===== src/rtl/ascon_permutation_engine_if.sv =====
// Handshake/data bundle between the ASCON control FSM and the permutation engine.
// Optional round_o trace port is present only when ASCON_ROUND_TRACE_EN is defined.
interface ascon_permutation_engine_if;
  logic              start_i;
  logic              mode_i;
  logic              en_i;
  logic [0:4][63:0]  state_i;
  logic [0:4][63:0]  state_o;
  logic              busy_o;
  logic              valid_o;
`ifdef ASCON_ROUND_TRACE_EN
  logic [3:0]        round_o;
`endif

  modport master (
    output start_i, mode_i, en_i, state_i,
    input  state_o, busy_o, valid_o
`ifdef ASCON_ROUND_TRACE_EN
    , input round_o
`endif
  );

  modport slave (
    input  start_i, mode_i, en_i, state_i,
    output state_o, busy_o, valid_o
`ifdef ASCON_ROUND_TRACE_EN
    , output round_o
`endif
  );
endinterface


===== src/rtl/ascon_permutation_engine.sv =====
// Iterative Ascon permutation p^a / p^b with start/valid handshake, UNROLL rounds per clock.
// Optional macro ASCON_ROUND_TRACE_EN exposes the next round index on round_o.
module ascon_permutation_engine #(
  parameter int UNROLL   = 1,
  parameter int ROUNDS_B = 6
) (
  input  logic                        clock_i,
  input  logic                        resetb_i,
  ascon_permutation_engine_if.slave   bus
);

  localparam logic [3:0] LAST_ROUND  = 4'd12;
  localparam logic [3:0] FIRST_B     = 4'(12 - ROUNDS_B);
  localparam logic [3:0] ROUND_STEP  = 4'(UNROLL);

  if (!(UNROLL == 1 || UNROLL == 2 || UNROLL == 3 || UNROLL == 6) ||
      (ROUNDS_B < 1) || (ROUNDS_B > 12) || ((ROUNDS_B % UNROLL) != 0)) begin : g_param_check
    $error("ascon_permutation_engine: illegal UNROLL/ROUNDS_B combination");
  end

  typedef enum logic [1:0] {
    IDLE = 2'd0,
    RUN  = 2'd1,
    DONE = 2'd2
  } fsm_t;

  fsm_t              fsm_r, fsm_s;
  logic [3:0]        cnt_r, cnt_s;
  logic [0:4][63:0]  state_r, state_s;
  logic              busy_r, busy_s;
  logic              valid_r, valid_s;
  logic [0:4][63:0]  rounds_s;
  logic [3:0]        cnt_step_s;

  // One Ascon round: constant addition, bitsliced S-box, linear diffusion.
  function automatic logic [0:4][63:0] ascon_round(input logic [0:4][63:0] s,
                                                   input logic [3:0] r);
    logic [63:0] x0, x1, x2, x3, x4;
    logic [63:0] t0, t1, t2, t3, t4;
    x0 = s[0];
    x1 = s[1];
    x2 = s[2] ^ {56'd0, 4'hF - r, r};
    x3 = s[3];
    x4 = s[4];
    x0 = x0 ^ x4;
    x4 = x4 ^ x3;
    x2 = x2 ^ x1;
    t0 = ~x0 & x1;
    t1 = ~x1 & x2;
    t2 = ~x2 & x3;
    t3 = ~x3 & x4;
    t4 = ~x4 & x0;
    x0 = x0 ^ t1;
    x1 = x1 ^ t2;
    x2 = x2 ^ t3;
    x3 = x3 ^ t4;
    x4 = x4 ^ t0;
    x1 = x1 ^ x0;
    x0 = x0 ^ x4;
    x3 = x3 ^ x2;
    x2 = ~x2;
    ascon_round[0] = x0 ^ {x0[18:0], x0[63:19]} ^ {x0[27:0], x0[63:28]};
    ascon_round[1] = x1 ^ {x1[60:0], x1[63:61]} ^ {x1[38:0], x1[63:39]};
    ascon_round[2] = x2 ^ {x2[0],    x2[63:1]}  ^ {x2[5:0],  x2[63:6]};
    ascon_round[3] = x3 ^ {x3[9:0],  x3[63:10]} ^ {x3[16:0], x3[63:17]};
    ascon_round[4] = x4 ^ {x4[6:0],  x4[63:7]}  ^ {x4[40:0], x4[63:41]};
  endfunction

  // Chain UNROLL rounds starting at the current round index.
  always_comb begin
    rounds_s = state_r;
    for (int i = 0; i < UNROLL; i++) begin
      rounds_s = ascon_round(rounds_s, cnt_r + 4'(i));
    end
  end

  assign cnt_step_s = cnt_r + ROUND_STEP;

  // Next-state and next-output logic for the IDLE/RUN/DONE controller.
  always_comb begin
    fsm_s   = fsm_r;
    cnt_s   = cnt_r;
    state_s = state_r;
    busy_s  = busy_r;
    valid_s = 1'b0;
    case (fsm_r)
      IDLE, DONE: begin
        if (bus.start_i) begin
          fsm_s   = RUN;
          state_s = bus.state_i;
          cnt_s   = bus.mode_i ? FIRST_B : 4'd0;
          busy_s  = 1'b1;
        end else begin
          busy_s  = 1'b0;
        end
      end
      RUN: begin
        if (bus.en_i) begin
          state_s = rounds_s;
          cnt_s   = cnt_step_s;
          if (cnt_step_s == LAST_ROUND) begin
            fsm_s   = DONE;
            busy_s  = 1'b0;
            valid_s = 1'b1;
          end else begin
            busy_s  = 1'b1;
          end
        end else begin
          busy_s  = 1'b1;
        end
      end
      default: begin
        fsm_s   = IDLE;
        cnt_s   = 4'd0;
        state_s = '0;
        busy_s  = 1'b0;
      end
    endcase
  end

  // Controller and datapath registers.
  always_ff @(posedge clock_i or negedge resetb_i) begin
    if (!resetb_i) begin
      fsm_r   <= IDLE;
      cnt_r   <= 4'd0;
      state_r <= '0;
      busy_r  <= 1'b0;
      valid_r <= 1'b0;
    end else begin
      fsm_r   <= fsm_s;
      cnt_r   <= cnt_s;
      state_r <= state_s;
      busy_r  <= busy_s;
      valid_r <= valid_s;
    end
  end

  assign bus.state_o = state_r;
  assign bus.busy_o  = busy_r;
  assign bus.valid_o = valid_r;
`ifdef ASCON_ROUND_TRACE_EN
  assign bus.round_o = cnt_r;
`endif

endmodule


===== src/flat_wrapper.sv =====
// flat-port wrapper written by rule: the top's interface ports become plain ports
module ascon_permutation_engine_flat 
#(
  parameter int UNROLL   = 1,
  parameter int ROUNDS_B = 6
)
  (clock_i, resetb_i, bus_start_i, bus_mode_i, bus_en_i, bus_state_i, bus_state_o, bus_busy_o, bus_valid_o);
  ascon_permutation_engine_if bus_i ();
  input  logic clock_i;
  input  logic resetb_i;
  input wire logic [$bits(bus_i.start_i)-1:0] bus_start_i;
  input wire logic [$bits(bus_i.mode_i)-1:0] bus_mode_i;
  input wire logic [$bits(bus_i.en_i)-1:0] bus_en_i;
  input wire logic [$bits(bus_i.state_i)-1:0] bus_state_i;
  output wire logic [$bits(bus_i.state_o)-1:0] bus_state_o;
  output wire logic [$bits(bus_i.busy_o)-1:0] bus_busy_o;
  output wire logic [$bits(bus_i.valid_o)-1:0] bus_valid_o;
  assign bus_i.start_i = bus_start_i;
  assign bus_i.mode_i = bus_mode_i;
  assign bus_i.en_i = bus_en_i;
  assign bus_i.state_i = bus_state_i;
  assign bus_state_o = bus_i.state_o;
  assign bus_busy_o = bus_i.busy_o;
  assign bus_valid_o = bus_i.valid_o;
  ascon_permutation_engine #(.UNROLL(UNROLL), .ROUNDS_B(ROUNDS_B)) u_core (.clock_i(clock_i), .resetb_i(resetb_i), .bus(bus_i));
endmodule

===== config.mk =====
export PLATFORM = sky130hd
export DESIGN_NAME = ascon_permutation_engine_flat
export DESIGN_NICKNAME = d
export VERILOG_FILES = /design/src/rtl/ascon_permutation_engine_if.sv /design/src/rtl/ascon_permutation_engine.sv /design/src/flat_wrapper.sv
export SDC_FILE = /design/constraint.sdc
export NUM_CORES = 1
export LEC_CHECK = 0
export CAP_MARGIN = 20
export CELL_PAD_IN_SITES_DETAIL_PLACEMENT = 1
export CELL_PAD_IN_SITES_GLOBAL_PLACEMENT = 1
export CORE_ASPECT_RATIO = 1.75
export CORE_MARGIN = 10
export CORE_UTILIZATION = 44
export DETAILED_ROUTE_END_ITERATION = 8
export GPL_TIMING_DRIVEN = 1
export HOLD_SLACK_MARGIN = 0.1
export PLACE_DENSITY_LB_ADDON = 0.1
export SETUP_SLACK_MARGIN = 0.02
export SYNTH_ARGS = -nofsm -noshare
export SYNTH_HDL_FRONTEND = slang
export SYNTH_SLANG_ARGS = --single-unit

===== constraint.sdc =====
create_clock -name clock_i -period 7.01 [get_ports clock_i]
set_clock_uncertainty 0.15 [all_clocks]
set_input_delay 1.0515 -clock clock_i [delete_from_list [all_inputs] [get_ports clock_i]]
set_output_delay 1.0515 -clock clock_i [all_outputs]
set_load 0.005 [all_outputs]

==> results of run 1 <==
==> critical path: cells and delay by family, from the launching register on <==
family          cells  cell delay [ps]
flops               1              510
fa+ha+maj           1              410
xor+xnor            4             2850
compound gates      1              170
==> cells by family (layout without fill, tap and decap cells) <==
group           after synthesis  after routing
xor+xnor                    904            904
simple gates                610            610
compound gates              536            536
flops                       328            328
buf+inv                     301            920
fa+ha+maj                   160            160
mux                          34             34
other cells                   0              1
==> per-layer routing <==
metal,share of wire,vias to the layer above,routed length (um)
met5,0,-,0
met4,0.11,0,20300
met3,0.089,587,16000
met2,0.46,2029,83400
met1,0.34,14200,60500
li1,-,11300,-
==> how the worst max path moves through the flow <==
stage,startpoint,end,slack (ps),cells after the start
finish,u_core.cnt_r[2],u_core.bus.state_o[66],2770,6
global route,u_core.cnt_r[2],u_core.bus.state_o[120],2850,6
CTS,u_core.cnt_r[2],u_core.bus.state_o[66],3270,6
detailed placement,bus_en_i,u_core.bus.state_o[97],3080,6
global placement,bus_en_i,u_core.bus.state_o[99],3220,6
floorplan,bus_start_i,u_core.bus.state_o[113],4540,5
==> cell usage after synthesis (12+ instances only) <==
cell type,n
xor2_1,222
ha_1,129
a221oi_1,64
nand3_1,104
o221ai_1,110
nor2_1,339
clkbuf_1,133
xnor3_1,250
mux2i_1,34
maj3_2,19
a21oi_1,117
a22oi_1,15
xnor2_1,303
xnor2_2,114
o22ai_1,107
maj3_1,12
o21ai_1,14
dfrtp_1,328
inv_1,155
and3_1,23
a221o_1,24
o21ai_0,74
nand2_1,133
==> area by class of cell <==
cell class                 instances  area [um2]  area share
timing repair buffer             691        6880       0.176
tap                              903        1130      0.0290
antenna                            1        2.50   0.0000641
inverter                         160         608      0.0156
multi-input combinational       2244       20900       0.535
clock buffer                      58        1160      0.0297
sequential                       328        8210       0.210
clock inverter                    11         163     0.00417
==> metrics by stage <==
step           setup WS, ps  cell area, um2  std cells
2_1_floorplan          4540           30200       2873
3_3_place_gp           3220           37600       4319
3_5_place_dp           3080           37600       4320
4_1_cts                3270           39000       4389
5_1_grt                2850           39000       4395
6_report               2770           39000       4396
==> state kept, by name, summed over array words and instances, names as in the netlist <==
signal,flops
u_core.fsm_r,2
u_core.cnt_r,4
u_core.bus.valid_o,1
u_core.bus.busy_o,1
u_core.bus.state_o,320
==> results_dict.tcl, run 1 <==
set metrics [dict create \
    track_usage 0.440 \
    syn_nets 3327 \
    rr_worst_depth 6 \
    port_buffers 646 \
    hp-class "input port to async pin" \
    numCtsBuffers 38 \
    synth_top_family_by_area "XOR/XNOR gates" \
    layout_common_cells "clkdlybuf4s50_1, nor2_1, dfrtp_1" \
    grt_max_degree 165 \
    cts_setup_buffers 0 \
    critPathCaptureType "flop" \
    async_flop_share 1.00 \
    grt_pass1_wl_um 246000 \
    vias_per_cell 6.38 \
    max-clock-path-buffers 3 \
    grt_pass1_vias 30000 \
    slew_violations 0 \
    top_usage_layer "met2" \
    root_buffer "clkbuf_16" \
    path_class "flop to flop" \
    rsz0062_at_grt "no" \
    avgSynthCellArea_um2 10.5 \
    max_freq_mhz 236 \
    r2r_start "u_core.cnt_r[2]" \
    syn_inst 2873 \
    yosys.area_share.simple 0.0831 \
    num_io_pins 647 \
    cts.sinks 328 \
    wl_per_cell_um 41.0 \
    start_util 0.442 \
    fin_util 0.572 \
    clkLatencyLatePin_ps 610 \
    areaGrowthSynthToFinish_pct 29.3 \
    synthFlopType "dfrtp_1" \
    met3_usage 0.100 \
    synthMuxAreaShare 0.0113 \
    finalNetCount 3917 \
    dp_hpwl_um 145000 \
    fin_crit_ps 4240 \
    synth_area_leader_cell "dfrtp_1" \
    final_common_cell "clkdlybuf4s50_1" \
    dieHeight_um 366 \
    cts.clk_slew.worst_paths_ps 70 \
    hold_viol 0 \
    setup_violations 0 \
    grt_use_met1 0.476 \
    synth_compound_gate_area_share 0.121 \
    setup.worst_path.start_class "flop" \
    max_cap_violations 0 \
    nFillCells 7310 \
    critPathRequiredTime_ps 7340 \
    cp_slowest_cell "xor2_1" \
    antenna_found_initial 1 \
    ys.warnings.count 0 \
    crit_chain "xor2_1, ha_1, xnor2_2, xor2_1, xnor3_1, o221ai_1" \
    slowest_delay_ps 820 \
    worstMarginPinSlew_ps 1290 \
    core_area_mm2 0.0682 \
    grtUsageMet2 0.705 \
    synthXorXnorAreaFrac 0.410 \
    first_iter_violations 3111 \
    synth_seq_cells 328 \
    place_congestion 1.05 \
    die_w_um 218 \
    status "complete, no violations" \
    die_area_mm2 0.0798 \
    arrival_ps 4570 \
    synthAdderAreaFrac 0.0646 \
    cts_resized 0 \
    vias 28100 \
    ctsHoldBuffers 0 \
    max_slew_margin 0.131 \
    yosys.area.top_type_share 0.272 \
    grt-ovfl-total 0 \
    syn_area_mm2 0.0302 \
    crit_fanout 6 \
    synthTopCellsByArea "dfrtp_1, xnor3_1, xnor2_1, xor2_1, xnor2_2" \
    rows 127 \
    cts_tree "built" \
    cp_common_cell "xor2_1" \
    setup-tns-final_ps 0 \
    min_period_over_period 0.604 \
    hold_ws_ps 351 \
    wl_um 180000 \
    drc 0 \
    reg2reg_to "u_core.bus.state_o[66]" \
    first_pass_iters 6 \
    antenna_left 0 \
    synth_edf_count 0 \
    ys_seq_area_frac 0.272 \
    synthDistinctLibCells 38 \
    drive_gt1_frac 0.0745 \
    cts_htree_levels 2 \
    ff2ff_setup_slack_ps 2770 \
]
Power of run 1 is not shown: default switching activity piles up to over one toggle a cycle in this logic, so the estimate is an artifact.
==> inputs of run 2 (changes only) <==
CORE_UTILIZATION = 37   (was 44)
clock period = 3.7 ns   (was 7.01 ns; I/O delays follow)
==> run 2 against run 1 <==
Cell count up 6.8%. Clock-buffer cell count down 5. First-iteration DRC count down 24%. Non-clock buffer count up 150. Via count down 0.70%. Flip-flop and latch count unchanged. Maximum frequency up 35%. Critical path depth unchanged. Register-to-register slack worse by 2200 ps. Routed wire length up 4.5%. Final area up 4.0%. Setup slack worse by 2200 ps. Critical endpoint is now u_core.bus.state_o[122].
==> results_dict.tcl, run 2 (synthesis results as in run 1) <==
set metrics [dict create \
    r2r_start "u_core.bus.state_o[250]" \
    start_util 0.373 \
    cts_htree_levels 2 \
    critPathCaptureType "flop" \
    port_buffers 646 \
    rows 138 \
    setup.worst_path.start_class "flop" \
    num_io_pins 647 \
    reg2reg_to "u_core.bus.state_o[122]" \
    critPathRequiredTime_ps 4060 \
    layout_common_cells "clkdlybuf4s50_1, nor2_1, dfrtp_1" \
    cts_resized 0 \
    min_path_cells 3 \
    dp_hpwl_um 157000 \
    status "complete, no violations" \
    max_slew_margin 0.257 \
    slew_violations 0 \
    grt-ovfl-total 0 \
    vias_per_cell 5.94 \
    fin_util 0.502 \
    path_class "flop to flop" \
    max_freq_mhz 320 \
    hp-class "input port to flop" \
    crit_fanout 4 \
    max-clock-path-buffers 3 \
    max_cap_violations 0 \
    place_congestion 1.07 \
    dieHeight_um 398 \
    rsz0062_at_grt "no" \
    wl_um 188000 \
    cts_setup_buffers 0 \
    root_buffer "clkbuf_16" \
    setup-tns-final_ps 0 \
    final_common_cell "clkdlybuf4s50_1" \
    fin_crit_ps 3130 \
    drc 0 \
    grt_max_degree 117 \
    die_w_um 236 \
    first_pass_iters 5 \
    grt_pass1_wl_um 255000 \
    first_iter_violations 2359 \
    cts_tree "built" \
    worstHoldStart "bus_start_i" \
    setup_violations 0 \
    worstMarginPinSlew_ps 1110 \
    clkLatencyLatePin_ps 620 \
    ff2ff_setup_slack_ps 570 \
    largest_reg_flops 320 \
    finalNetCount 4069 \
    arrival_ps 3490 \
    hold_viol 0 \
    numCtsBuffers 40 \
    rr_worst_depth 6 \
    grt_pass1_vias 29800 \
    wl_per_cell_um 40.1 \
    die_area_mm2 0.0938 \
    core_area_mm2 0.0808 \
    antenna_found_initial 8 \
    vias 27900 \
    hold_end "u_core.bus.state_o[253]" \
    nFillCells 8898 \
    areaGrowthSynthToFinish_pct 34.6 \
    cts.clk_slew.worst_paths_ps 60 \
    min_period_over_period 0.845 \
    track_usage 0.389 \
    antenna_left 0 \
    drive_gt1_frac 0.114 \
    cts.sinks 328 \
]
run 2: cell count changes in the layout (fill, tap and decap cells not counted), moves of 2 or more:
cell and delta:
clkbuf_1 -5, bufinv_16 +4, clkinv_2 +2, buf_4 +137
buf_12 +12
run 2: metrics by stage:
stage | setup slack (ps) | area, um2 | std cells | hold slack (ps)
3_3_place_gp | 470 | 39100 | 4618 | 388
4_1_cts | 644 | 40600 | 4692 | 268
2_1_floorplan | 1380 | 30200 | 2873 | 109
6_report | 572 | 40600 | 4695 | 276
3_5_place_dp | 659 | 39100 | 4621 | 409
5_1_grt | 594 | 40600 | 4693 | 301
run 2: per-layer routing:
layer / vias to the layer above / GRT usage / wire [um]
li1: 11500 / - / -
met1: 14300 / 0.416 / 66100
met2: 1529 / 0.640 / 88500
met3: 482 / 0.0874 / 13600
met4: 10 / 0.349 / 20000
met5: - / 0 / 64
run 2: worst max path at each step:
stage	start	to
2_1_floorplan	u_core.bus.state_o[217]	u_core.bus.state_o[72]
3_3_place_gp	u_core.bus.state_o[190]	u_core.bus.state_o[126]
3_5_place_dp	u_core.bus.state_o[250]	u_core.bus.state_o[122]
4_1_cts	u_core.bus.state_o[250]	u_core.bus.state_o[122]
5_1_grt	u_core.bus.state_o[250]	u_core.bus.state_o[122]
6_report	u_core.bus.state_o[250]	u_core.bus.state_o[122]
run 2: final cells by class:
cell class                      instances  area, um2  area share
Tap cell                             1050       1310      0.0324
Timing Repair Buffer                  841       8160       0.201
Sequential cell                       328       8210       0.202
Clock inverter                         17        294     0.00724
Inverter                              160        608      0.0150
Antenna cell                            2       5.00    0.000123
Multi-Input combinational cell       2244      20900       0.514
Clock buffer                           53       1140      0.0281
run 2: what timing repair did:
item,in CTS,in global routing
endpoints found under the hold margin,61,0
hold buffers,1,0
endpoints found under the setup margin,0,0
run 2: critical path: stages, from the launching register on:
cell      delay [ps]
dfrtp_1          430
inv_1            120
ha_1             330
xnor2_2          390
xor2_1           830
xnor3_1          590
o221ai_1         180
Power of run 2 is left out for the same reason.
==> inputs of run 3 (changes only) <==
CORE_UTILIZATION = 41   (was 37)
clock period = 3 ns   (was 3.7 ns; I/O delays follow)
==> run 3 against run 2 <==
Critical path depth is the same. Register-to-register slack got worse by 550 ps. Setup slack worse by 550 ps. Critical path type unchanged. Critical endpoint is now u_core.bus.state_o[102].
==> results_dict.tcl, run 3 (synthesis results as in run 1) <==
set metrics [dict create \
    first_iter_violations 3062 \
    fin_crit_ps 2980 \
    layout_common_cells "clkdlybuf4s50_1, nor2_1, buf_4" \
    first_pass_iters 5 \
    grt-ovfl-total 0 \
    dp_hpwl_um 157000 \
    grt_pass1_vias 31300 \
    grt_pass1_wl_um 257000 \
    worstHoldStart "bus_start_i" \
    vias_per_cell 6.21 \
    track_usage 0.437 \
    cts_tree "built" \
    drive_gt1_frac 0.153 \
    hp-class "input port to flop" \
    rows 131 \
    r2r_start "u_core.bus.state_o[112]" \
    hold_viol 0 \
    root_buffer "clkbuf_16" \
    vias 29400 \
    critPathRequiredTime_ps 3350 \
    finalNetCount 4229 \
    cp_common_cell "xnor2_1" \
    place_congestion 1.09 \
    cts_setup_buffers 0 \
    antenna_left 0 \
    port_buffers 646 \
    arrival_ps 3330 \
    num_io_pins 647 \
    max-clock-path-buffers 3 \
    rsz0062_at_grt "no" \
    cts.sinks 328 \
    nFillCells 7847 \
    setup.worst_path.start_class "flop" \
    core_area_mm2 0.0729 \
    slowest_delay_ps 700 \
    wl_met1_um 63900 \
    drc 0 \
    status "complete, no violations" \
    path_class "flop to flop" \
    max_freq_mhz 335 \
    min_period_over_period 0.994 \
    top_layer "met5" \
    crit_fanout 4 \
    crit_chain "inv_1, ha_1, xnor2_1, xnor2_1, xnor3_1, o221ai_1" \
    cts.clk_slew.worst_paths_ps 60 \
    wl_um 189000 \
    cts_htree_levels 2 \
    start_util 0.413 \
    max_cap_violations 0 \
    clkLatencyLatePin_ps 620 \
    areaGrowthSynthToFinish_pct 38.4 \
    max_slew_margin 0.329 \
    slew_violations 0 \
    cp_slowest_cell "xnor2_1" \
    grt_max_degree 103 \
    dieHeight_um 379 \
    setup-tns-final_ps 0 \
    largest_reg_flops 320 \
    setup_violations 0 \
    wl_per_cell_um 40.0 \
    dr_wl_met3_um 16500 \
    critPathCaptureType "flop" \
    wl_met2_um 87000 \
    antenna_found_initial 5 \
    worstMarginPinSlew_ps 1000 \
    numCtsBuffers 39 \
    die_area_mm2 0.0852 \
    die_w_um 225 \
    final_common_cell "clkdlybuf4s50_1" \
    cp-startpoint "u_core.bus.state_o[112]" \
]
run 3: cell types whose count changed in the layout (fill, tap and decap cells not counted), moves of 2 or more:
| cell | previous run | this run |
|---|---|---|
| clkinv_2 | 6 | 4 |
| inv_6 | 0 | 3 |
| clkbuf_16 | 41 | 39 |
| buf_4 | 177 | 329 |
| clkbuf_1 | 5 | 3 |
| bufinv_16 | 8 | 6 |
| buf_12 | 18 | 27 |
| xnor2_1 | 303 | 301 |
| clkbuf_8 | 7 | 10 |
run 3: through the flow:
step	hold WS, ps	instance area (um2)	setup WS [ps]	utilization	cells
floorplan	4.41	30200	676	-	2873
global placement	317	40300	-260	0.553	4663
detailed placement	316	40300	-30.1	0.553	4664
CTS	157	41700	86.6	0.572	4734
global route	193	41700	81.8	0.572	4734
finish	184	41700	17.4	0.572	4737
run 3: repair_timing:
item / in CTS / in global routing
setup endpoints to repair: 2 / 4
resized for setup: 1 / 2
pin swaps: 0 / 0
hold buffers: 1 / 0
endpoints found under the hold margin: 47 / 0
run 3: worst paths after layout:
check	end	slack, ps	cells after the start
worst max-delay path	u_core.bus.state_o[102]	20	6
worst min-delay path	u_core.fsm_r[1]	180	3
worst max register to register	u_core.bus.state_o[102]	20	6
worst min register to register	u_core.bus.state_o[133]	430	2
max in group asynchronous	u_core.bus.state_o[86]	1520	3
min in group asynchronous	u_core.bus.state_o[106]	280	2
run 3: final cells by class:
cell class | instances | area, um2 | share of cell area
multi-input cells | 2244 | 20900 | 0.500
well taps | 931 | 1160 | 0.0279
repair buffers | 1002 | 9480 | 0.227
inverters | 160 | 608 | 0.0146
clock inverters | 17 | 258 | 0.00617
clock buffers | 52 | 1120 | 0.0269
flip-flops and latches | 328 | 8210 | 0.197
diodes | 3 | 7.51 | 0.000180
run 3: routing by layer:
metal,vias to the layer above,GRT usage
li1,11900,-
met1,14900,0.466
met2,2020,0.704
met3,642,0.104
met4,4,0.414
met5,-,0
run 3: critical path: cells and delay by family (launching register included):
kind	cells	cell delay (ps)
adder cells (fa/ha/maj)	1	260
XOR/XNOR	3	1490
buffers and inverters	1	240
flip-flops	1	510
AO/OA/AOI/OAI	1	220
Power of run 3 is left out for the same reason.
==> RTL change 1: new RTL, settings of run 2 <==
`ROUNDS_B` is set to 6 in 2 places; all go to 3.
--- a/src/rtl/ascon_permutation_engine.sv
+++ b/src/rtl/ascon_permutation_engine.sv
@@ -2,7 +2,7 @@
 // Optional macro ASCON_ROUND_TRACE_EN exposes the next round index on round_o.
 module ascon_permutation_engine #(
   parameter int UNROLL   = 1,
-  parameter int ROUNDS_B = 6
+  parameter int ROUNDS_B = 3
 ) (
   input  logic                        clock_i,
   input  logic                        resetb_i,
--- a/src/flat_wrapper.sv
+++ b/src/flat_wrapper.sv
@@ -2,7 +2,7 @@
 module ascon_permutation_engine_flat 
 #(
   parameter int UNROLL   = 1,
-  parameter int ROUNDS_B = 6
+  parameter int ROUNDS_B = 3
 )
   (clock_i, resetb_i, bus_start_i, bus_mode_i, bus_en_i, bus_state_i, bus_state_o, bus_busy_o, bus_valid_o);
   ascon_permutation_engine_if bus_i ();
Check against the original RTL: not settled (the Yosys comparison gave no result); the edit may change what the design does.
==> RTL change 1 against run 2 <==
- the flow now finishes with violations (negative setup slack)
- non-clock buffer count is 42 higher
- maximum frequency decreased by 18%
- die area decreased by 6.8%
- synthesized area is 7.3% lower
- sequential cell count unchanged
- utilization increased by 1.2 points
- final area down 4.9%
- setup slack got worse by 0.68 ns
- highest routed layer is now met4
- wire length down 2.7%
Power is left out: the tool's default activity adds up to more than one toggle a clock period on the data nets, which glitch-free logic cannot reach.
==> RTL change 1: results <==
metrics = {
    "synthesis": {
        "synth_nets": 3565,
        "syn_avg_cell_area_sq_um": 8.991,
        "ys_seq_area_share_pct": 29.34,
        "synth_top_cell_area_share_pct": 29.34,
        "yosysUniqueCellTypes": 34,
        "ys_top_cells_by_area": "dfrtp_1 (29%), xnor2_1 (26%), xor2_1 (9.0%), ha_1 (5.8%), nor2_1 (4.8%)",
    },
    "global_route": {
        "grt_use_total_pct": 40.43,
        "grt_antenna_before_repair": 1,
        "grt_max_degree": 138,
        "grt_pass1_wl_um": 251200,
        "grt_pass1_vias": 31370,
    },
    "worst_setup_path": {
        "worstPathArrival_ns": 4.07,
        "rr_worst_depth": 8,
        "r2r_end": "u_core.bus.state_o[89]",
        "crit_path_max_incr_delay_ns": 0.87,
        "rr_startpoint": "u_core.bus.state_o[217]",
    },
    "timing": {
        "slew_headroom_pct": 17.05,
        "finalWorstSetupSlack_ns": -0.1053,
        "setup_violations": 1,
    },
    "detailed_routing": {
        "drt_iter0_markers": 2621,
        "dr.pass1.iters": 5,
        "via_per_inst": 5.869,
    },
    "status": {
        "status": "finished, violations left",
        "failed_checks": "negative setup slack",
    },
    "placement": {
        "placed_area_sq_mm": 0.03719,
        "dp_hpwl_um": 150900,
        "dpl_worst_slack_ns": 0.07163,
        "routabilityCongestion": 1.077,
    },
    "final_layout": {
        "nNetsFinal": 4352,
        "drive_above_1_share_pct": 8.376,
        "fill_cells": 8625,
    },
}
## RTL change 1: worst max-delay path, delay by kind of cell (launching register included)
kind,cells,cell delay (ns)
xor+xnor,4,2.27
flops,1,0.40
fa+ha+maj,1,0.29
compound gates,1,0.26
buf+inv,2,0.25
## RTL change 1: logic make-up (layout without fill, tap and decap cells)
group	Yosys count	count (layout)	synth area share, %
xor gates and xnor gates	1146	1146	36.86
and+or+nand+nor	601	601	8.669
AOI/OAI and AO/OA	544	544	13.01
DFF	328	328	29.34
buffers and inverters	298	1115	4.021
adders and majority gates	160	160	6.880
muxes	34	34	1.217
other	0	1	0
## RTL change 1: how the worst min path moves through the flow
stage / end / slack [ns] / cells past startpoint
floorplan: u_core.bus.busy_o / 0.11 / 0
global placement: u_core.bus.state_o[131] / 0.40 / 2
detailed placement: u_core.bus.state_o[131] / 0.41 / 2
CTS: u_core.bus.state_o[12] / 0.33 / 3
global route: u_core.bus.state_o[15] / 0.38 / 3
finish: u_core.bus.state_o[12] / 0.34 / 3
## RTL change 1: layout make-up
cell class	instances	area, sq um	area share [%]
multi-input combinational	2485	18710	48.48
inverter	161	611.8	1.585
tap	1012	1266	3.281
sequential	328	8208	21.27
clock inverter	18	211.5	0.5479
antenna	1	2.502	0.006484
timing repair buffer	883	8413	21.80
clock buffer	53	1171	3.034
## RTL change 1: layer usage
| layer | global-route usage (%) | up-vias | routed length, um |
|---|---|---|---|
| li1 | - | 12080 | - |
| met5 | 0 | - | 0 |
| met1 | 42.85 | 14720 | 64910 |
| met3 | 8.845 | 549 | 13150 |
| met4 | 37.61 | 0 | 20220 |
| met2 | 66.50 | 1656 | 84810 |
## RTL change 1: timing repair
action | in CTS | in global routing
endpoints found under the hold margin | 75 | 0
endpoints found under the setup margin | 0 | 1
hold buffers | 1 | 0
resized for setup | 0 | 1
==> RTL change 2: new RTL, config.mk and constraints of run 2 <==
Without the edit above. Reset style: synchronous (`resetb_i`), changed in one clocked block.
--- a/src/rtl/ascon_permutation_engine.sv
+++ b/src/rtl/ascon_permutation_engine.sv
@@ -119,7 +119,7 @@
   end
 
   // Controller and datapath registers.
-  always_ff @(posedge clock_i or negedge resetb_i) begin
+  always_ff @(posedge clock_i) begin
     if (!resetb_i) begin
       fsm_r   <= IDLE;
       cnt_r   <= 4'd0;
Behaviour: not the same (Yosys sat finds a counterexample within 4 cycles, from zero or initial values and one cycle with resetb_i low; the reset may be asserted at any time).
==> RTL change 2 against run 2 <==
- synthesized area down 3.8%
- sequential cell count did not move
- final area shrank 1.6%
- sequential share of layout area is 3.8 points lower
- wire length is 3.5% higher
- critical endpoint is now u_core.bus.state_o[236]
- largest cell class unchanged
- global-route usage grew 2.8 points
- setup slack got worse by 0.50 ns
- highest routed layer unchanged
==> RTL change 2: results <==
metrics = {
    "placement": {
        "routabilityCongestion": 1.051,
        "dp_cells": 4903,
    },
    "global_route": {
        "grt_max_degree": 146,
        "grt_antenna_before_repair": 6,
        "grt_pass1_wl_um": 262700,
        "grt_pass1_vias": 31790,
        "grt_use_total_pct": 41.69,
    },
    "synthesis": {
        "syn_inst": 3108,
        "synth_nets": 3563,
        "yosys_most_used_dff": "dfxtp_1",
        "ys_seq_area_share_pct": 22.62,
        "async_reset_ff_share_pct": 0,
        "synth_common_cells": "xnor2_1 (434), dfxtp_1 (328), nor2_1 (303), nand2_1 (243), a21oi_1 (228)",
    },
    "final_layout": {
        "syn2layout_area_growth_pct": 37.64,
        "nNetsFinal": 4372,
        "drive_above_1_share_pct": 11.03,
    },
    "detailed_routing": {
        "vias": 30280,
        "drt-wirelength-per-cell_um": 39.19,
        "drt-total-wl_um": 194900,
        "drt_iter0_markers": 3045,
    },
    "clocking": {
        "cts_made_buffers": 39,
    },
    "status": {
        "status": "complete, no violations",
    },
    "timing": {
        "tightest_slew_ns": 1.265,
    },
    "min_path": {
        "holdPathStages": 2,
    },
    "worst_setup_path": {
        "crit_path_max_fanout": 5,
        "worstPathArrival_ns": 3.92,
        "crit_path_max_incr_delay_ns": 0.93,
    },
}
==> RTL change 2: cell types whose count changed after synthesis, moves of 84 or more <==
cell	before	now
dfrtp_1	328	0
dfxtp_1	0	328
xnor2_1	303	434
a21oi_1	117	228
nand2_1	133	243
o221ai_1	110	0
o22ai_1	107	4
nand3_1	104	2
o21ai_0	74	158
==> RTL change 2: report_power, final <==
group          leakage, nW  internal [mW]  switching [mW]  total, mW
Clock                0.658           2.53            1.86       4.39
Combinational         13.7           18.9            22.2       41.1
Sequential            2.72           4.22            1.19       5.42
==> RTL change 2: final timing paths <==
kind / startpoint / endpoint / slack [ns]
worst max-delay path: u_core.bus.state_o[41] / u_core.bus.state_o[236] / 0.07
worst min-delay path: u_core.bus.state_o[186] / u_core.bus.state_o[186] / 0.34
worst max register to register: u_core.bus.state_o[41] / u_core.bus.state_o[236] / 0.07
worst min register to register: u_core.bus.state_o[186] / u_core.bus.state_o[186] / 0.34
==> RTL change 2: kinds of logic (layout without fill, tap and decap cells) <==
kind of cell               Yosys count  count (layout)  share of synthesized area, %
buffers and inverters              313            1149                         4.065
adders and majority gates          143             143                         6.065
other                                0               2                             0
DFF                                328             328                         22.62
and+or+nand+nor                    575             575                         7.643
muxes                               33              33                         1.138
xor gates and xnor gates           910             910                         39.62
AOI/OAI and AO/OA                  806             806                         18.85
==> RTL change 2: final cells by class <==
type                    count  area (sq um)
well taps                1027          1285
clock inverters            12         192.7
diodes                      2         5.005
flip-flops and latches    328          6566
inverters                 143         549.3
multi-input cells        2467         21320
fillers                  8908         37750
repair buffers            938          8866
clock buffers              56          1162
==> RTL change 2: routing by layer <==
metal	track usage, %	part of all wire (%)	up-vias
li1	-	-	12480
met1	44.09	34	15190
met2	66.11	45	1932
met3	10.52	8.7	667
met4	41.07	12	10
met5	0	0.034	-
==> RTL change 2: worst max-delay path: cells and delay by family, from the launching register on <==
family         cells  cell delay, ns
AO/OA/AOI/OAI      2            1.03
XOR/XNOR           4            1.80
flip-flops         1            0.49
==> RTL change 2: per-stage QoR <==
step	power (mW)	instance area [sq um]	setup WS, ns	util (%)
finish	50.90	39950	0.07192	51.42
global route	51.13	39950	0.1396	51.41
CTS	49.52	39950	0.3990	51.41
detailed placement	44.80	38590	0.4416	49.67
global placement	44.50	38590	0.4123	49.67
floorplan	26.75	29030	1.205	-
